==> config.mk <==
export PLATFORM = sky130hd
export DESIGN_NAME = mem_stage_hs_flat
export DESIGN_NICKNAME = d
export VERILOG_FILES = /design/src/rtl/mem_pkg.sv /design/src/rtl/mem_stage_hs_if.sv /design/src/rtl/lsu_align.sv /design/src/rtl/mem_stage_hs.sv /design/src/flat_wrapper.sv
export SDC_FILE = /design/constraint.sdc
export NUM_CORES = 1
export LEC_CHECK = 0
export ABC_AREA = 1
export CAP_MARGIN = 30
export CELL_PAD_IN_SITES_DETAIL_PLACEMENT = 1
export CELL_PAD_IN_SITES_GLOBAL_PLACEMENT = 2
export CORE_MARGIN = 2
export CORE_UTILIZATION = 15
export DETAILED_ROUTE_END_ITERATION = 16
export HOLD_SLACK_MARGIN = 0.15
export PLACE_DENSITY_LB_ADDON = 0.1
export SETUP_SLACK_MARGIN = 0.3
export SLEW_MARGIN = 20
export SYNTH_ARGS = -nofsm -noshare
export SYNTH_HDL_FRONTEND = slang
export SYNTH_SLANG_ARGS = --single-unit
==> constraint.sdc <==
create_clock -name clk -period 1.2 [get_ports clk]
set_input_delay 0.18 -clock clk [delete_from_list [all_inputs] [get_ports clk]]
set_output_delay 0.18 -clock clk [all_outputs]
set_load 0.005 [all_outputs]
==> src/rtl/mem_pkg.sv <==
// Shared encodings and decode helpers for the handshaked MEM stage.
package mem_pkg;

    localparam logic [2:0] F3_B  = 3'b000;
    localparam logic [2:0] F3_H  = 3'b001;
    localparam logic [2:0] F3_W  = 3'b010;
    localparam logic [2:0] F3_D  = 3'b011;
    localparam logic [2:0] F3_BU = 3'b100;
    localparam logic [2:0] F3_HU = 3'b101;
    localparam logic [2:0] F3_WU = 3'b110;

    typedef enum logic [1:0] {SZ_B, SZ_H, SZ_W, SZ_D} size_t;

    typedef enum logic {IDLE, WAIT} state_t;

    function automatic size_t f3_size(input logic [2:0] f3);
        return size_t'(f3[1:0]);
    endfunction

    function automatic logic misaligned(input size_t sz, input logic [2:0] lo);
        case (sz)
            SZ_B:    return 1'b0;
            SZ_H:    return lo[0];
            SZ_W:    return lo[1:0] != 2'b00;
            default: return lo != 3'b000;
        endcase
    endfunction

    // Doubleword accesses and LWU only exist on a 64-bit datapath.
    function automatic logic illegal_f3(input logic [2:0] f3, input logic is_load,
                                        input int unsigned xlen);
        return (xlen == 32) && ((f3[1:0] == 2'b11) || (is_load && f3 == F3_WU));
    endfunction

endpackage

==> src/rtl/mem_stage_hs_if.sv <==
// Data-memory port: variable-latency req/ready handshake with byte enables.
interface mem_stage_hs_if #(
    parameter int unsigned XLEN = 32
);
    logic                mem_req;
    logic                mem_we;
    logic [XLEN-1:0]     mem_addr;
    logic [XLEN/8-1:0]   mem_be;
    logic [XLEN-1:0]     mem_wdata;
    logic                mem_ready;
    logic [XLEN-1:0]     mem_rdata;

    modport master (
        output mem_req, mem_we, mem_addr, mem_be, mem_wdata,
        input  mem_ready, mem_rdata
    );

    modport slave (
        input  mem_req, mem_we, mem_addr, mem_be, mem_wdata,
        output mem_ready, mem_rdata
    );
endinterface

==> src/rtl/lsu_align.sv <==
// Byte-lane steering: store enables/replication and load extraction/extension.
module lsu_align
    import mem_pkg::*;
#(
    parameter int unsigned XLEN = 32
) (
    input  logic [2:0]                  funct3,
    input  logic [$clog2(XLEN/8)-1:0]   offset,
    input  logic [XLEN-1:0]             store_data,
    input  logic [XLEN-1:0]             rdata,
    output logic [XLEN/8-1:0]           be,
    output logic [XLEN-1:0]             wdata,
    output logic [XLEN-1:0]             load_data
);
    localparam int unsigned NB = XLEN / 8;

    size_t           sz;
    logic            uns;
    logic [NB-1:0]   mask;
    logic [XLEN-1:0] shifted;
    logic [XLEN-1:0] zx;
    logic [XLEN-1:0] sx;

    always_comb begin
        sz  = f3_size(funct3);
        uns = funct3[2];

        case (sz)
            SZ_B:    mask = NB'(1);
            SZ_H:    mask = NB'(3);
            SZ_W:    mask = NB'(15);
            default: mask = '1;
        endcase
        be = mask << offset;

        case (sz)
            SZ_B:    wdata = {NB{store_data[7:0]}};
            SZ_H:    wdata = {(NB/2){store_data[15:0]}};
            SZ_W:    wdata = {(XLEN/32){store_data[31:0]}};
            default: wdata = store_data;
        endcase

        shifted = rdata >> {offset, 3'b000};
        case (sz)
            SZ_B: begin
                zx = XLEN'(shifted[7:0]);
                sx = XLEN'($signed(shifted[7:0]));
            end
            SZ_H: begin
                zx = XLEN'(shifted[15:0]);
                sx = XLEN'($signed(shifted[15:0]));
            end
            SZ_W: begin
                zx = XLEN'(shifted[31:0]);
                sx = XLEN'($signed(shifted[31:0]));
            end
            default: begin
                zx = shifted;
                sx = shifted;
            end
        endcase
        load_data = uns ? zx : sx;
    end

endmodule

==> src/rtl/mem_stage_hs.sv <==
// MEM stage with a stalling req/ready data port, bus timeout and fault flags;
// owns the MEM/WB register and injects bubbles while an access is outstanding.
module mem_stage_hs
    import mem_pkg::*;
#(
    parameter int unsigned XLEN    = 32,
    parameter int unsigned TIMEOUT = 0,
    parameter int unsigned CNT_W   = 8
) (
    input  logic                clk,
    input  logic                rst,
    input  logic                RegWriteM,
    input  logic [1:0]          ResultSrcM,
    input  logic                MemReadM,
    input  logic                MemWriteM,
    input  logic [XLEN-1:0]     ALUoutM,
    input  logic [XLEN-1:0]     rs2M,
    input  logic [2:0]          funct3M,
    input  logic [4:0]          RdM,
    input  logic [XLEN-1:0]     inc_PCM,
    output logic                StallM,
    mem_stage_hs_if.master      dmem,
    output logic                RegWriteW,
    output logic [1:0]          ResultSrcW,
    output logic [XLEN-1:0]     ALUoutW,
    output logic [XLEN-1:0]     ReadDataW,
    output logic [4:0]          RdW,
    output logic [XLEN-1:0]     inc_PCW,
    output logic                MisalignW,
    output logic                BusErrW
);
    localparam int unsigned K = $clog2(XLEN / 8);

    state_t            state;
    logic [CNT_W-1:0]  cnt;

    logic              access;
    logic              bad;
    logic              go;
    logic              req;
    logic              timeout_hit;
    logic [XLEN/8-1:0] be;
    logic [XLEN-1:0]   wdata;
    logic [XLEN-1:0]   load_data;

    assign access = MemReadM | MemWriteM;
    assign bad    = access & (misaligned(f3_size(funct3M), ALUoutM[2:0]) |
                              illegal_f3(funct3M, MemReadM, XLEN));
    assign go     = access & ~bad;

    lsu_align #(
        .XLEN (XLEN)
    ) u_align (
        .funct3     (funct3M),
        .offset     (ALUoutM[K-1:0]),
        .store_data (rs2M),
        .rdata      (dmem.mem_rdata),
        .be         (be),
        .wdata      (wdata),
        .load_data  (load_data)
    );

    // Address and lane outputs follow the M inputs, which upstream holds while stalled.
    always_comb begin
        req         = ~rst & ((state == WAIT) | go);
        timeout_hit = (TIMEOUT != 0) && (state == WAIT) && (cnt == CNT_W'(TIMEOUT)) &&
                      !dmem.mem_ready;
        StallM      = req & ~dmem.mem_ready & ~timeout_hit;
    end

    assign dmem.mem_req   = req;
    assign dmem.mem_we    = req & MemWriteM;
    assign dmem.mem_addr  = {ALUoutM[XLEN-1:K], {K{1'b0}}};
    assign dmem.mem_be    = be;
    assign dmem.mem_wdata = wdata;

    always_ff @(posedge clk) begin
        if (rst) begin
            state      <= IDLE;
            cnt        <= '0;
            RegWriteW  <= 1'b0;
            ResultSrcW <= 2'b00;
            ALUoutW    <= '0;
            ReadDataW  <= '0;
            RdW        <= 5'd0;
            inc_PCW    <= '0;
            MisalignW  <= 1'b0;
            BusErrW    <= 1'b0;
        end else begin
            case (state)
                IDLE: begin
                    if (go && !dmem.mem_ready) begin
                        state <= WAIT;
                        cnt   <= CNT_W'(1);
                    end
                end
                WAIT: begin
                    if (dmem.mem_ready || timeout_hit) begin
                        state <= IDLE;
                        cnt   <= '0;
                    end else begin
                        cnt <= cnt + CNT_W'(1);
                    end
                end
                default: state <= IDLE;
            endcase

            if (StallM) begin
                // Bubble: nothing reaches writeback until the access resolves.
                RegWriteW  <= 1'b0;
                ResultSrcW <= 2'b00;
                ALUoutW    <= '0;
                ReadDataW  <= '0;
                RdW        <= 5'd0;
                inc_PCW    <= '0;
                MisalignW  <= 1'b0;
                BusErrW    <= 1'b0;
            end else begin
                RegWriteW  <= RegWriteM & ~bad & ~timeout_hit;
                ResultSrcW <= ResultSrcM;
                ALUoutW    <= ALUoutM;
                ReadDataW  <= (MemReadM && go && !timeout_hit) ? load_data : '0;
                RdW        <= RdM;
                inc_PCW    <= inc_PCM;
                MisalignW  <= bad;
                BusErrW    <= timeout_hit;
            end
        end
    end

endmodule

==> src/flat_wrapper.sv <==
// flat-port wrapper written by rule: the top's interface ports become plain ports
module mem_stage_hs_flat import mem_pkg::*;
#(
    parameter int unsigned XLEN    = 32,
    parameter int unsigned TIMEOUT = 0,
    parameter int unsigned CNT_W   = 8
)
  (clk, rst, RegWriteM, ResultSrcM, MemReadM, MemWriteM, ALUoutM, rs2M, funct3M, RdM, inc_PCM, StallM, RegWriteW, ResultSrcW, ALUoutW, ReadDataW, RdW, inc_PCW, MisalignW, BusErrW, dmem_mem_req, dmem_mem_we, dmem_mem_addr, dmem_mem_be, dmem_mem_wdata, dmem_mem_ready, dmem_mem_rdata);
  mem_stage_hs_if #(.XLEN(XLEN)) dmem_i ();
  input  logic clk;
  input  logic rst;
  input  logic RegWriteM;
  input  logic [1:0] ResultSrcM;
  input  logic MemReadM;
  input  logic MemWriteM;
  input  logic [XLEN-1:0] ALUoutM;
  input  logic [XLEN-1:0] rs2M;
  input  logic [2:0] funct3M;
  input  logic [4:0] RdM;
  input  logic [XLEN-1:0] inc_PCM;
  output logic StallM;
  output logic RegWriteW;
  output logic [1:0] ResultSrcW;
  output logic [XLEN-1:0] ALUoutW;
  output logic [XLEN-1:0] ReadDataW;
  output logic [4:0] RdW;
  output logic [XLEN-1:0] inc_PCW;
  output logic MisalignW;
  output logic BusErrW;
  output wire logic [$bits(dmem_i.mem_req)-1:0] dmem_mem_req;
  output wire logic [$bits(dmem_i.mem_we)-1:0] dmem_mem_we;
  output wire logic [$bits(dmem_i.mem_addr)-1:0] dmem_mem_addr;
  output wire logic [$bits(dmem_i.mem_be)-1:0] dmem_mem_be;
  output wire logic [$bits(dmem_i.mem_wdata)-1:0] dmem_mem_wdata;
  input wire logic [$bits(dmem_i.mem_ready)-1:0] dmem_mem_ready;
  input wire logic [$bits(dmem_i.mem_rdata)-1:0] dmem_mem_rdata;
  assign dmem_mem_req = dmem_i.mem_req;
  assign dmem_mem_we = dmem_i.mem_we;
  assign dmem_mem_addr = dmem_i.mem_addr;
  assign dmem_mem_be = dmem_i.mem_be;
  assign dmem_mem_wdata = dmem_i.mem_wdata;
  assign dmem_i.mem_ready = dmem_mem_ready;
  assign dmem_i.mem_rdata = dmem_mem_rdata;
  mem_stage_hs #(.XLEN(XLEN), .TIMEOUT(TIMEOUT), .CNT_W(CNT_W)) u_core (.clk(clk), .rst(rst), .RegWriteM(RegWriteM), .ResultSrcM(ResultSrcM), .MemReadM(MemReadM), .MemWriteM(MemWriteM), .ALUoutM(ALUoutM), .rs2M(rs2M), .funct3M(funct3M), .RdM(RdM), .inc_PCM(inc_PCM), .StallM(StallM), .dmem(dmem_i), .RegWriteW(RegWriteW), .ResultSrcW(ResultSrcW), .ALUoutW(ALUoutW), .ReadDataW(ReadDataW), .RdW(RdW), .inc_PCW(inc_PCW), .MisalignW(MisalignW), .BusErrW(BusErrW));
endmodule
## Yosys cells after proc, flatten, opt, wreduce, memory -nomap -nowiden

Cells that the tools add are included.

- Logic and storage cells: 47
- Output and inout port bits: 177
- Bits of input ports: 144
- Flip-flop bits (word level): 106

- Shift-type cells: 2
- Equal/unequal tests: 4
- Bitwise operators: 14
- Mux-type cells: 9
- Reduce and logical (&&, ||, !) cells: 10

Operators by type and width:

| kind | count |
|---|---|
| $pmux W32 S2 | 3 |
| $mux W32 | 1 |
| $shr A32 B5 Y32 | 1 |
| $pmux W4 S2 | 1 |
| $and A1 B1 Y1 | 6 |
| $not A1 Y1 | 5 |
| $eq A2 B2 Y1 const B | 2 |
| $shl A4 B2 Y4 | 1 |
| $eq A3 B3 Y1 const B | 1 |
| $logic_and A1 B1 Y1 | 3 |
| $or A1 B1 Y1 | 3 |
| $pmux W1 S3 | 1 |
| $reduce_bool A3 Y1 | 1 |
| $reduce_or A3 Y1 | 1 |
| $eq A2 B1 Y1 const B | 1 |
| $logic_not A2 Y1 | 1 |
| $mux W1 | 2 |
| $pmux W1 S2 | 1 |
| $reduce_bool A2 Y1 | 1 |
| $reduce_or A2 Y1 | 1 |
| $logic_not A1 Y1 | 1 |
| $logic_or A1 B1 Y1 | 1 |

## Logic depth before layout (Yosys ltp)

- Depth after elaboration: 11
- Depth in mapped cells: 10
- Mapped depth without buffers: 8

## Modules after synthesis

Synthesis repeated with hierarchy kept, for this count alone.

- Cell total of the unflattened synthesis: 639
- Area total of the unflattened synthesis: 4623.2 um^2

By module, submodules not included:

| module | area each (um^2) | cells an instance | sequential area each (um^2) | times used |
|---|---|---|---|---|
| mem_stage_hs | 3475.8 | 386 | 2122.0 | 1 |
| lsu_align | 1147.4 | 253 | 0.0 | 1 |

## Worst setup path before layout

OpenSTA, ideal clock, no wires.

- Path kind: input to register
- Start point: in ALUoutM[0]
- End point: reg u_core.ALUoutW[10]
- Required time: 1.068 ns
- Arrival time: 1.165 ns
- Stages: 8
- Path buffers: 2
- Setup time: 0.132 ns
- Slack: -0.097 ns
- Cell sequence: buf_4 > nor2_4 > nand3_1 > nand2_1 > nand3_1 > a21oi_2 > buf_2 > nor3_1

- Longest elaborated chain between the ends: 10
- Elaborated cells on any way between the ends: 11

Ends and longest elaborated chain:

| element | line | source |
|---|---|---|
| start, declared | flat_wrapper.sv:16 | `input logic [XLEN-1:0] ALUoutM;` |
| $reduce_bool A3 Y1 / $reduce_bool A2 Y1 (equally long branches) | mem_pkg.sv:25, mem_pkg.sv:24 |  |
| $pmux W1 S3 (*) | mem_pkg.sv:21 | `case (sz)` |
| $or A1 B1 Y1 (*) | mem_stage_hs.sv:47 | `assign bad = access & (misaligned(f3_size(funct3M), ALUoutM[2:0]) \|` |
| $and A1 B1 Y1 (*) | mem_stage_hs.sv:47 |  |
| $not A1 Y1 (*) | mem_stage_hs.sv:49 | `assign go = access & ~bad;` |
| $and A1 B1 Y1 (*) | mem_stage_hs.sv:49 |  |
| $or A1 B1 Y1 (*) | mem_stage_hs.sv:65 | `req = ~rst & ((state == WAIT) \| go);` |
| $and A1 B1 Y1 (*) | mem_stage_hs.sv:65 |  |
| $and A1 B1 Y1 (*) | mem_stage_hs.sv:68 | `StallM = req & ~dmem.mem_ready & ~timeout_hit;` |
| $reduce_or A2 Y1 (no line) (*) | n/a |  |
| end signal, assigned | mem_stage_hs.sv:121 | `ALUoutW <= ALUoutM;` |
| end, declared | mem_stage_hs.sv:25 | `output logic [XLEN-1:0] ALUoutW,` |

Mark *: on every way between the ends. The rest lies on a longest branch, timed or not.
A chain may end at the register's enable or synchronous reset.

## Worst setup path after layout

- Start point: in funct3M[1]
- End point: reg u_core.ReadDataW[31]

- Longest elaborated chain between the ends: 11
- Elaborated cells on any way between the ends: 21

Ends and longest elaborated chain:

| element | line | source |
|---|---|---|
| start, declared | flat_wrapper.sv:18 | `input logic [2:0] funct3M;` |
| branches (longest 11 deep; another with $pmux W1 S3) | n/a |  |
| end signal, assigned | mem_stage_hs.sv:122 | `ReadDataW <= (MemReadM && go && !timeout_hit) ? load_data : '0;` |
| end, declared | mem_stage_hs.sv:26 | `output logic [XLEN-1:0] ReadDataW,` |

Several ways; the timed one is not identified.

==> out/qor.yml <==
status:
  status: "finished, violations left"
  failed_checks: "negative setup slack"
logic_synthesis:
  synth_xor_xnor_area_share_pct: 0
  ys_warn_count: 0
  yosys.area_share.simple_pct: 30.41
  asyncSetResetFlopFracSynth_pct: 0
  synth_area_leaders: "dfxtp_1 48%, nand2_1 12%, nor3_1 8.1%"
  avgSynthCellArea_sq_um: 7.274
  synth.distinct_cells: 27
  synthCells: 612
  yosysTopAreaCell: "dfxtp_1"
  synth_top_family_by_area: "simple AND/OR/NAND/NOR gates"
  ys.flop_type: "dfxtp_1"
  synthAdderAreaFrac_pct: 0
  yosysSeqAreaShare_pct: 47.67
  synth.top_cell.area_share_pct: 47.67
  ys_ff_latch: 106
  synth_edf_count: 0
  synth_area_sq_mm: 0.004452
  synthMuxAreaShare_pct: 1.574
  synth_compound_area_share_pct: 1.855
setup_path:
  end_kind: "register"
  worstSetupPathType: "in -> reg"
  critPathRequiredTime_ps: 1490
  cp-start-kind: "primary input"
  arrival_ps: 1590
  cp_max_fo: 6
cells_and_area:
  multi_input_area_sq_mm: 0.002290
  final_cell_mix: "102 x nand2_1, 93 x clkdlybuf4s50_1, 87 x inv_1"
  register_area_sq_mm: 0.002208
  diodes: 0
  final_common_cell: "nand2_1"
  drive_gt1_share_pct: 51.01
  final_nets: 1131
  final_core_util_pct: 33.34
  final_cells: 1382
  nFillCells: 3465
  area_growth_pct: 120.2
drt:
  drc: 0
  wl_per_cell_um: 15.97
  via_count: 5256
  viasPerCell: 3.803
  drt-initial-drc-count: 104
  drt-pass1-iter-count: 4
  routed_wl_um: 22080
  drtAntennaViolNets: 0
die:
  io-pin-count: 321
  die_area_sq_mm: 0.03107
  initial_core_util_pct: 15.14
  fp.coreArea_sq_mm: 0.02940
  fp.dieH_um: 176.3
  row_count: 63
  die_x_um: 176.3
global_route:
  grt_pass1_wl_um: 32350
  grt_remaining_overflow: 0
  grt_pass1_vias: 5757
  grt_max_degree: 70
  antenna_found_initial: 0
  grtUsageTotal_pct: 13.62
place:
  port_buffers: 317
  dp_hpwl_um: 15980
  placed_cells: 1318
  gp_congestion: 0.7768
timing:
  report.final.hold_viol_count: 0
  finalCritPeriodShare_pct: 108.1
  finalSetupViolCount: 83
  rsz0062_at_grt: "true"
  layout_min_cycle_time_ps: 1297
  setup_ws_ps: -97.01
  max_freq_ghz: 0.7710
  fin_skew_ps: 11.79
  tightest_slew_ps: 834.0
  maxSlewHeadroom_pct: 44.40
  tns_ps: -4826
  slew_viol_final: 0
clock_tree:
  cts.path.max_buffers: 2
  clk_pin_slew_ps: 80
  cts_tree: "built"
  cts_max_level: 3
  clk_latency_ps: 360
  cts-hold-fix-buffers: 0
  numCtsBuffers: 9
  clock_sinks: 106
  root_buffer: "clkbuf_16"
power:
  p_leak_uw: 0.004953
  ir_drop_mv: 0.5035
  pwr_density_cell_mw_per_mm2: 957.7
hold_path:
  hp-class: "in -> reg"
flow_run:
  max-cap-violations: 0
[what timing repair did]
item                       in CTS  in global routing
pin swaps                      24                 18
gates resized for setup       500                542
setup buffers                  29                  8
setup endpoints to repair     280                275
cloned                          8                  3
[registers in the layout (all words and copies together), names as in the netlist]
signal	count
u_core.ALUoutW	32
u_core.ReadDataW	32
u_core.inc_PCW	32
u_core.RdW	5
u_core.ResultSrcW	2
u_core.MisalignW	1
u_core.RegWriteW	1
u_core.state	1
[cell usage after synthesis, types with 2 or more instances]
cell type / count
a21oi_1: 3
buf_2: 10
buf_4: 45
clkbuf_1: 16
dfxtp_1: 106
inv_1: 93
mux2i_1: 7
nand2_1: 138
nand3_1: 31
nor2_1: 69
nor2_4: 2
nor3_1: 72
o211ai_1: 3
o21ai_0: 4
[cell type report]
class | instances | share of cell area, %
well taps | 390 | 4.978
repair buffers | 435 | 42.37
clock inverters | 6 | 0.6382
multi-input cells | 340 | 23.36
inverters | 95 | 3.791
flip-flops and latches | 106 | 22.53
clock buffers | 10 | 2.336
[cell families (layout without fill, tap and decap cells)]
kind of cell | count (synthesis) | in the layout
compound gates | 13 | 13
mux | 7 | 7
flops | 106 | 106
other cells | 1 | 3
simple gates | 317 | 317
buf+inv | 168 | 546
[critical path, cell delays in order]
cell     delay, ps
buf_12         110
buf_6          110
buf_6          110
nand2_4         70
buf_6           90
buf_6           80
buf_6           80
nand2_4         50
nor3b_4        280
nand2_8        150
buf_12         180
nor2_4          90
[where the power goes]
group	total [uW]	switching, uW	leakage [uW]	internal [uW]
Clock	2980	1510	0.000142	1470
Sequential	3770	59.6	0.000898	3710
Combinational	2640	1170	0.00391	1470
Total	9390	2740	0.00495	6650
[routing by layer]
metal | track usage, % | vias to the layer above | routed length, um
li1 | - | 2573 | -
met2 | 24.48 | 162 | 11360
met3 | 3.553 | 14 | 1422
met4 | 3.685 | 0 | 219
met1 | 15.95 | 2507 | 9075
met5 | 0 | - | 0
[path summary, 6_finish.rpt]
check	slack (ps)	from	to	cells past startpoint
setup / recovery	-100	funct3M[1]	u_core.ReadDataW[31]$_SDFF_PP0_	12
hold / removal	200	ALUoutM[21]	u_core.ALUoutW[21]$_SDFF_PP0_	4
setup reg to reg	-80	u_core.state$_SDFF_PP0_	u_core.ALUoutW[17]$_SDFF_PP0_	7
hold reg to reg	660	u_core.state$_SDFF_PP0_	u_core.MisalignW$_SDFF_PP0_	4
[per-stage QoR]
stage | total power [uW] | hold WS, ps | cell area [sq um] | worst slack, ps
after floorplan | 4575 | 297.2 | 4563 | -27.03
after global placement | 6030 | 555.7 | 8303 | -926.8
after detailed placement | 6050 | 566.0 | 8303 | -960.8
after CTS | 9308 | 187.9 | 9224 | -69.31
after global routing | 9920 | 191.1 | 9803 | -139.7
final | 9389 | 197.6 | 9803 | -97.01
Power figures use the tool's default switching activity.
